**src/rtl/cla_seq_adder_pkg.sv**
```systemverilog
// Shared definitions for the sequential carry-lookahead adder: FSM encodings,
// default slice geometry and the total-width helper.
package cla_seq_adder_pkg;

  localparam int CLA_CHUNK_W_DEF    = 4;
  localparam int CLA_NUM_CHUNKS_DEF = 4;

  typedef enum logic [1:0] {
    ST_IDLE = 2'd0,
    ST_RUN  = 2'd1,
    ST_DONE = 2'd2
  } state_t;

  function automatic int cla_total_w(input int chunk_w, input int num_chunks);
    return chunk_w * num_chunks;
  endfunction

endpackage

```
**src/rtl/cla_seq_adder_slice.sv**
```systemverilog
// cla_slice: combinational CHUNK_W-bit carry-lookahead adder built from per-bit
// generate/propagate, with group g/p and the carry into the MSB exposed.
module cla_slice
  import cla_seq_adder_pkg::*;
#(
  parameter int CHUNK_W = CLA_CHUNK_W_DEF
) (
  input  logic [CHUNK_W-1:0] a,
  input  logic [CHUNK_W-1:0] b,
  input  logic               c_in,
  output logic [CHUNK_W-1:0] s,
  output logic               c_out,
  output logic               g_out,
  output logic               p_out,
  output logic               c_msb
);

  logic [CHUNK_W-1:0] w_g;
  logic [CHUNK_W-1:0] w_p;
  logic [CHUNK_W:0]   w_c;

  // Flattened lookahead: carry into bit i is the OR of every generate below it
  // masked by the propagates in between, plus c_in masked by all of them.
  function automatic logic lookahead_carry(
    input logic [CHUNK_W-1:0] g,
    input logic [CHUNK_W-1:0] p,
    input logic               cin,
    input int                 bit_i
  );
    logic v_carry;
    logic v_prod;
    v_carry = 1'b0;
    v_prod  = 1'b1;
    for (int j = bit_i - 1; j >= 0; j--) begin
      v_carry = v_carry | (v_prod & g[j]);
      v_prod  = v_prod & p[j];
    end
    return v_carry | (v_prod & cin);
  endfunction

  assign w_g = a & b;
  assign w_p = a ^ b;

  for (genvar i = 0; i <= CHUNK_W; i++) begin : g_carry
    assign w_c[i] = lookahead_carry(w_g, w_p, c_in, i);
  end

  assign s     = w_p ^ w_c[CHUNK_W-1:0];
  assign g_out = lookahead_carry(w_g, w_p, 1'b0, CHUNK_W);
  assign p_out = &w_p;
  assign c_out = g_out | (p_out & c_in);
  assign c_msb = w_c[CHUNK_W-1];

endmodule

```
**src/rtl/cla_seq_adder.sv**
```systemverilog
// Multi-cycle wide adder: one lookahead slice is stepped across the operand
// chunks LSB first. Define CLA_SEQ_OVF_EN to add the two's-complement ovf output.
module cla_seq_adder
  import cla_seq_adder_pkg::*;
#(
  parameter  int CHUNK_W    = CLA_CHUNK_W_DEF,
  parameter  int NUM_CHUNKS = CLA_NUM_CHUNKS_DEF,
  localparam int TOTAL_W    = cla_total_w(CHUNK_W, NUM_CHUNKS)
) (
  input  logic               clk,
  input  logic               rst_n,
  input  logic               in_valid,
  output logic               in_ready,
  input  logic [TOTAL_W-1:0] a,
  input  logic [TOTAL_W-1:0] b,
  input  logic               c_in,
  output logic               out_valid,
  input  logic               out_ready,
  output logic [TOTAL_W-1:0] sum,
  output logic               c_out,
  output logic               busy
`ifdef CLA_SEQ_OVF_EN
  ,
  output logic               ovf
`endif
);

  localparam int             IDX_W    = $clog2(NUM_CHUNKS);
  localparam logic [IDX_W-1:0] LAST_IDX = IDX_W'(NUM_CHUNKS - 1);

  state_t             r_state;
  logic [IDX_W-1:0]   r_idx;
  logic               r_carry;
  logic [TOTAL_W-1:0] r_a;
  logic [TOTAL_W-1:0] r_b;
  logic [TOTAL_W-1:0] r_sum;
  logic               r_cout;
  logic               r_out_valid;
  logic               r_in_ready;
  logic               r_busy;

  logic [CHUNK_W-1:0] w_a_chunk;
  logic [CHUNK_W-1:0] w_b_chunk;
  logic [CHUNK_W-1:0] w_s;
  logic               w_c_out;
  logic               w_g_out;
  logic               w_p_out;
  logic               w_c_msb;
  logic               w_last;

  assign w_a_chunk = r_a[int'(r_idx) * CHUNK_W +: CHUNK_W];
  assign w_b_chunk = r_b[int'(r_idx) * CHUNK_W +: CHUNK_W];
  assign w_last    = (r_idx == LAST_IDX);

  cla_slice #(
    .CHUNK_W (CHUNK_W)
  ) u_slice (
    .a     (w_a_chunk),
    .b     (w_b_chunk),
    .c_in  (r_carry),
    .s     (w_s),
    .c_out (w_c_out),
    .g_out (w_g_out),
    .p_out (w_p_out),
    .c_msb (w_c_msb)
  );

`ifdef CLA_SEQ_OVF_EN
  logic r_ovf;
  logic w_unused;

  assign w_unused = &{1'b0, w_g_out, w_p_out};
  assign ovf      = r_ovf;

  // Overflow flag: captured on the final chunk, held through DONE, cleared on drain.
  always_ff @(posedge clk or negedge rst_n) begin
    if (!rst_n) begin
      r_ovf <= 1'b0;
    end else if (r_state == ST_RUN && w_last) begin
      r_ovf <= w_c_msb ^ w_c_out;
    end else if (r_state == ST_DONE && out_ready) begin
      r_ovf <= 1'b0;
    end else if (r_state != ST_RUN && r_state != ST_DONE) begin
      r_ovf <= 1'b0;
    end
  end
`else
  logic w_unused;

  assign w_unused = &{1'b0, w_g_out, w_p_out, w_c_msb};
`endif

  // Control FSM: accept in IDLE, one chunk per RUN cycle, hold result in DONE.
  always_ff @(posedge clk or negedge rst_n) begin
    if (!rst_n) begin
      r_state     <= ST_IDLE;
      r_idx       <= '0;
      r_carry     <= 1'b0;
      r_a         <= '0;
      r_b         <= '0;
      r_sum       <= '0;
      r_cout      <= 1'b0;
      r_out_valid <= 1'b0;
      r_in_ready  <= 1'b1;
      r_busy      <= 1'b0;
    end else begin
      case (r_state)
        ST_IDLE: begin
          if (in_valid && r_in_ready) begin
            r_a        <= a;
            r_b        <= b;
            r_carry    <= c_in;
            r_idx      <= '0;
            r_in_ready <= 1'b0;
            r_busy     <= 1'b1;
            r_state    <= ST_RUN;
          end
        end
        ST_RUN: begin
          r_sum[int'(r_idx) * CHUNK_W +: CHUNK_W] <= w_s;
          r_carry <= w_c_out;
          // idx stops at the last chunk so it never wraps; DONE clears it.
          if (w_last) begin
            r_cout      <= w_c_out;
            r_out_valid <= 1'b1;
            r_state     <= ST_DONE;
          end else begin
            r_idx <= r_idx + IDX_W'(1);
          end
        end
        ST_DONE: begin
          if (out_ready) begin
            r_out_valid <= 1'b0;
            r_idx       <= '0;
            r_in_ready  <= 1'b1;
            r_busy      <= 1'b0;
            r_state     <= ST_IDLE;
          end
        end
        default: begin
          r_state     <= ST_IDLE;
          r_idx       <= '0;
          r_out_valid <= 1'b0;
          r_in_ready  <= 1'b1;
          r_busy      <= 1'b0;
        end
      endcase
    end
  end

  assign in_ready  = r_in_ready;
  assign out_valid = r_out_valid;
  assign sum       = r_sum;
  assign c_out     = r_cout;
  assign busy      = r_busy;

endmodule
```
**config.mk**
```make
export PLATFORM = sky130hd
export DESIGN_NAME = cla_seq_adder
export DESIGN_NICKNAME = d
export VERILOG_FILES = /design/src/rtl/cla_seq_adder_pkg.sv /design/src/rtl/cla_seq_adder_slice.sv /design/src/rtl/cla_seq_adder.sv
export SDC_FILE = /design/constraint.sdc
export NUM_CORES = 1
export LEC_CHECK = 0
export CORE_UTILIZATION = 51
export CTS_CLUSTER_SIZE = 8
export DETAILED_ROUTE_END_ITERATION = 10
export PLACE_DENSITY = 0.8
export SLEW_MARGIN = 20
export SYNTH_ARGS = -nofsm -noshare
export SYNTH_HDL_FRONTEND = slang
export SYNTH_SLANG_ARGS = --single-unit
```
**constraint.sdc**
```tcl
create_clock -name clk -period 3.2 [get_ports clk]
set_clock_uncertainty 0.2 [all_clocks]
set_input_delay 0.64 -clock clk [delete_from_list [all_inputs] [get_ports clk]]
set_output_delay 0.64 -clock clk [all_outputs]
set_load 0.02 [all_outputs]
```
==> results_dict.tcl, run 1 <==
set metrics [dict create \
    status "completed" \
    synth-simple-area-share_pct 8.12 \
    numCtsBuffers 9 \
    yosys.area.top_type "dfrtp_1" \
    cp_data_arrival_time_ns 2.98 \
    die_area_mm2 0.00561 \
    drive_gt1_share_pct 22.1 \
    cts_hold_buf 0 \
    gp_congestion 0.776 \
    p_comb_share_pct 44.4 \
    gr-total-overflow 0 \
    grt_pass1_wl_um 8560 \
    total_switching_power_mw 1.29 \
    stdcell_count 342 \
    max_slew_margin_pct 54.2 \
    n_antenna_cell 0 \
    first_iter_violations 114 \
    row_count 26 \
    synth_top_area_share_pct 51.7 \
    synth.area.mux_share_pct 20.7 \
    root_buffer "clkbuf_8" \
    wl_per_cell_um 15.0 \
    viasPerCell 5.39 \
    clkPwrFrac_pct 19.6 \
    area_growth_pct 30.5 \
    min_period_ns 2.98 \
    cts.sinks 57 \
    ant_nets 0 \
    routed-via-count 1843 \
    fin_crit_sh_pct 93.3 \
    tightest_slew_ns 0.687 \
    grt_pass1_vias 1813 \
    tns_ns 0 \
    critPathKind "reg -> reg" \
    cts_tree "yes" \
    initial_core_util_pct 53.1 \
    power_per_cell_area_mw_per_mm2 990 \
    hold_path_class "in -> async" \
    syn_nets 255 \
    postCtsSetupRepairBufs 0 \
    hpwlAfterDp_um 3720 \
    fp.dieH_um 74.9 \
    synth.cell_area_mm2 0.00271 \
    endpoint_kind "flop" \
    fin_nets 316 \
    yosys-top-cells-area "dfrtp_1, mux2_2, mux4_2" \
    pin_count 57 \
    firstDrtPassIters 4 \
    final_common_cell "dfrtp_1" \
    vdd_drop_max_v 0.000475 \
    finalWirelength_um 5130 \
    core_area_mm2 0.00511 \
    synth-xor-area-share_pct 0.323 \
    setup_viol 0 \
    yosysSeqAreaShare_pct 52.7 \
    fmax_mhz 335 \
    hold_violations 0 \
    grt_use_total_pct 21.2 \
    crit_fanout 15 \
    maxCapViolations 0 \
    worst_ep_required_time_ns 3.19 \
    dp_slack_ns 0.228 \
    rsz0062_at_grt "no" \
    grt_max_degree 34 \
    start_kind "flop" \
    post-place-cells 326 \
    layout_common_cells "dfrtp_1, clkdlybuf4s50_1, mux2_2" \
    clk_latency_ns 0.33 \
    synth_cell_types 37 \
    cts.clk_slew.worst_paths_ns 0.06 \
    synthCells 206 \
    synth_compound_area_share_pct 9.14 \
    p_leak_nw 1.53 \
    ys_seq_elements 57 \
    drv_slew 0 \
    cts_resized 0 \
    syn_area_per_cell_um2 13.2 \
    synth_warnings 0 \
    route.detailed.drc 0 \
    io_buffers 56 \
    cts.path.max_buffers 2 \
    antenna_found_initial 0 \
    swShare_pct 36.8 \
    die_w_um 74.9 \
    synth_top_family_by_area "multiplexers" \
    num-fill-cells 386 \
    setup_ws_ns 0.216 \
    htree_num_levels 3 \
    p_int_mw 2.22 \
    synthAdderAreaFrac_pct 5.81 \
    seq_power_share_pct 35.9 \
]
cell type report:
cell class / instances / area (µm²) / share of cell area, %
Clock buffer: 14 / 173 / 4.88
Multi-Input combinational cell: 135 / 1210 / 34.2
Clock inverter: 2 / 35.0 / 0.990
Tap cell: 70 / 87.6 / 2.48
Timing Repair Buffer: 58 / 583 / 16.5
Inverter: 6 / 22.5 / 0.636
Sequential cell: 57 / 1430 / 40.3
per-layer routing:
layer	part of all wire, %	GRT usage [%]	vias up
met5	0	0	-
met4	2.0	10.5	0
met3	4.1	4.82	12
met2	49	32.2	56
met1	45	28.8	894
li1	-	-	881
path summary, 6_finish.rpt:
| path | startpoint | endpoint | slack [ns] | cells past startpoint |
|---|---|---|---|---|
| setup / recovery | r_idx[0] | sum[7] | 0.22 | 5 |
| hold / removal | rst_n | sum[5] | 0.13 | 1 |
| setup reg to reg | r_idx[0] | sum[7] | 0.22 | 5 |
| hold reg to reg | sum[12] | sum[12] | 0.29 | 2 |
| max in group asynchronous | rst_n | r_b[12] | 2.09 | 2 |
| min in group clk | sum[12] | sum[12] | 0.29 | 2 |
logic make-up after synthesis:
family / after synthesis
muxes: 42
buffers and inverters: 14
AOI/OAI and AO/OA: 36
adders and majority gates: 12
xor gates and xnor gates: 1
and+or+nand+nor: 44
DFF: 57
critical path: stages, from the launching register on:
cell	delay, ns
dfrtp_1	0.78
mux4_2	0.64
ha_1	0.36
a21o_1	0.18
a311oi_1	0.53
o31ai_1	0.15
state kept, by name, summed over array words and instances, names as in the netlist, 2 cells and up:
name / count
r_a: 16
r_b: 16
sum: 16
r_idx: 2
r_state: 2
power groups by stage:
stage / clock (mW) / combinational [mW] / sequential (mW)
after floorplan: 0 / 1.03 / 1.26
after global placement: 0 / 1.48 / 1.26
after detailed placement: 0 / 1.54 / 1.28
after CTS: 0.702 / 1.56 / 1.26
after global routing: 0.733 / 1.72 / 1.31
final: 0.688 / 1.56 / 1.26
synth_stat cells:
master     number
nand2_1        22
nor2b_1         2
mux4_2          8
a21o_1          5
xor2_1          1
buf_6           2
buf_2           1
nor4bb_1        1
a22o_1          1
o22ai_1         1
nand3b_1        5
clkbuf_1        3
mux2_2         32
inv_1           6
and3_1          1
or3_1           1
a21oi_1         3
fa_1            1
o21ai_0        11
a32oi_1         1
o31a_1          1
dfstp_2         1
nand2b_1        3
dfrtp_1        56
buf_4           1
nand4_1         3
nand3_1         1
a211oi_1        2
ha_1           11
a311oi_1        1
nor3b_1         1
mux2i_1         2
buf_12          1
a2bb2oi_2       1
o22a_1          1
o31ai_1         8
nor2_1          4
stage by stage:
step / utilization (%) / cell area, µm² / power (mW) / hold slack (ns)
floorplan: - / 2710 / 2.29 / 0.144
finish: 69.3 / 3540 / 3.50 / 0.125
CTS: 69.3 / 3540 / 3.52 / 0.152
global placement: 65.2 / 3330 / 2.75 / 0.265
detailed placement: 65.2 / 3330 / 2.82 / 0.274
global route: 69.3 / 3540 / 3.75 / 0.177
Note: power is estimated with default switching activity, not from simulation.
==> run 2, diff against run 1 <==
--- a/config.mk
+++ b/config.mk
@@ -5,10 +5,10 @@
 export SDC_FILE = /design/constraint.sdc
 export NUM_CORES = 1
 export LEC_CHECK = 0
-export CORE_UTILIZATION = 51
+export CORE_UTILIZATION = 45
 export CTS_CLUSTER_SIZE = 8
 export DETAILED_ROUTE_END_ITERATION = 10
-export PLACE_DENSITY = 0.8
+export PLACE_DENSITY = 0.72
 export SLEW_MARGIN = 20
 export SYNTH_ARGS = -nofsm -noshare
 export SYNTH_HDL_FRONTEND = slang
==> results_dict.tcl, run 2 (synthesized netlist as in run 1, its figures left out) <==
set metrics [dict create \
    max_slew_margin_pct 53.8 \
    dp_slack_ns 0.208 \
    grt_max_degree 58 \
    antenna_found_initial 0 \
    die_area_mm2 0.00634 \
    gp_congestion 0.769 \
    drv_slew 0 \
    hold_slack_ns 0.0952 \
    routed-via-count 1846 \
    root_buffer "clkbuf_8" \
    fin_crit_sh_pct 89.7 \
    status "completed" \
    tightest_slew_ns 0.689 \
    firstDrtPassIters 4 \
    vdd_drop_max_v 0.000452 \
    hpwlAfterDp_um 3830 \
    hold_violations 0 \
    row_count 27 \
    layout_common_cells "dfrtp_1, clkdlybuf4s50_1, mux2_2" \
    cts.sinks 57 \
    maxCapViolations 0 \
    viasPerCell 5.37 \
    num-fill-cells 454 \
    numCtsBuffers 9 \
    fp.dieH_um 79.6 \
    htree_num_levels 3 \
    clk_latency_ns 0.33 \
    tns_ns 0 \
    route.detailed.drc 0 \
    power_per_cell_area_mw_per_mm2 976 \
    rsz0062_at_grt "no" \
    grt_pass1_wl_um 9130 \
    ant_nets 0 \
    fin_util_pct 62.5 \
    setup_viol 0 \
    cts_tree "yes" \
    endpoint_kind "flop" \
    drive_gt1_share_pct 22.1 \
    grt_pass1_vias 1935 \
    setup_ws_ns 0.331 \
    multi_input_area_mm2 0.00121 \
    pin_count 57 \
    first_iter_violations 97 \
    p_leak_nw 1.51 \
    worstReg2RegStart "r_idx[0]" \
    cp_data_arrival_time_ns 2.85 \
    cts.path.max_buffers 2 \
    worst_ep_required_time_ns 3.18 \
    finalWirelength_um 5240 \
    grt_use_total_pct 19.3 \
    hold_path_class "in -> async" \
    io_buffers 56 \
    cts.clk_slew.worst_paths_ns 0.06 \
    seq_area_mm2 0.00143 \
    start_kind "flop" \
    n_antenna_cell 0 \
    crit_fanout 15 \
    cp-startpoint "r_idx[0]" \
    area_growth_pct 29.9 \
    gr-total-overflow 0 \
    core_area_mm2 0.00564 \
    initial_core_util_pct 48.1 \
    critPathKind "reg -> reg" \
    min_period_ns 2.87 \
    fmax_mhz 349 \
    fin_nets 316 \
    die_w_um 79.6 \
    wl_per_cell_um 15.2 \
]
==> run 2: path summary, 6_finish.rpt <==
path	to	slack (ns)	cells after the start
max in group asynchronous	in_ready	2.41	2
max	sum[3]	0.33	5
min in group clk	sum[15]	0.28	2
min	sum[13]	0.1	2
min reg2reg	sum[15]	0.28	2
max reg2reg	sum[3]	0.33	5
==> run 2: power breakdown <==
part	leakage (nW)	internal [mW]	switching, mW
Combinational	0.698	0.771	0.759
Clock	0.0974	0.379	0.266
Sequential	0.720	1.02	0.242
==> run 2: repair_timing <==
| action | CTS | global route |
|---|---|---|
| hold buffers | 0 | 0 |
| buffers inserted | 0 | 0 |
| setup endpoints to repair | 0 | 1 |
| endpoints found under the hold margin | 0 | 0 |
| resized for setup | 0 | 1 |
==> run 2: metal layers <==
| metal | track usage [%] | vias to the layer above | share of wire [%] |
|---|---|---|---|
| li1 | - | 876 | - |
| met4 | 11.5 | 0 | 2.4 |
| met5 | 0 | - | 0 |
| met3 | 4.46 | 10 | 5.3 |
| met1 | 24.8 | 899 | 45 |
| met2 | 29.7 | 61 | 47 |
==> run 2: area by class of cell <==
type,instances,share of cell area (%)
inverters,6,0.639
multi-input cells,135,34.3
clock buffers,13,4.23
clock inverters,3,1.14
repair buffers,58,16.5
well taps,72,2.56
flip-flops and latches,57,40.6
==> run 2: worst max-delay path: stages, from the launching register on <==
cell	delay, ns
dfrtp_2	0.59
mux4_2	0.61
ha_1	0.35
a21o_1	0.18
a311oi_1	0.61
o31ai_1	0.17
==> run 2: metrics by stage <==
stage | power [mW] | instance area (µm²) | cells
floorplan | 2.29 | 2710 | 206
global placement | 2.76 | 3330 | 328
detailed placement | 2.81 | 3330 | 328
finish | 3.44 | 3520 | 344
global route | 3.71 | 3520 | 344
CTS | 3.48 | 3520 | 344
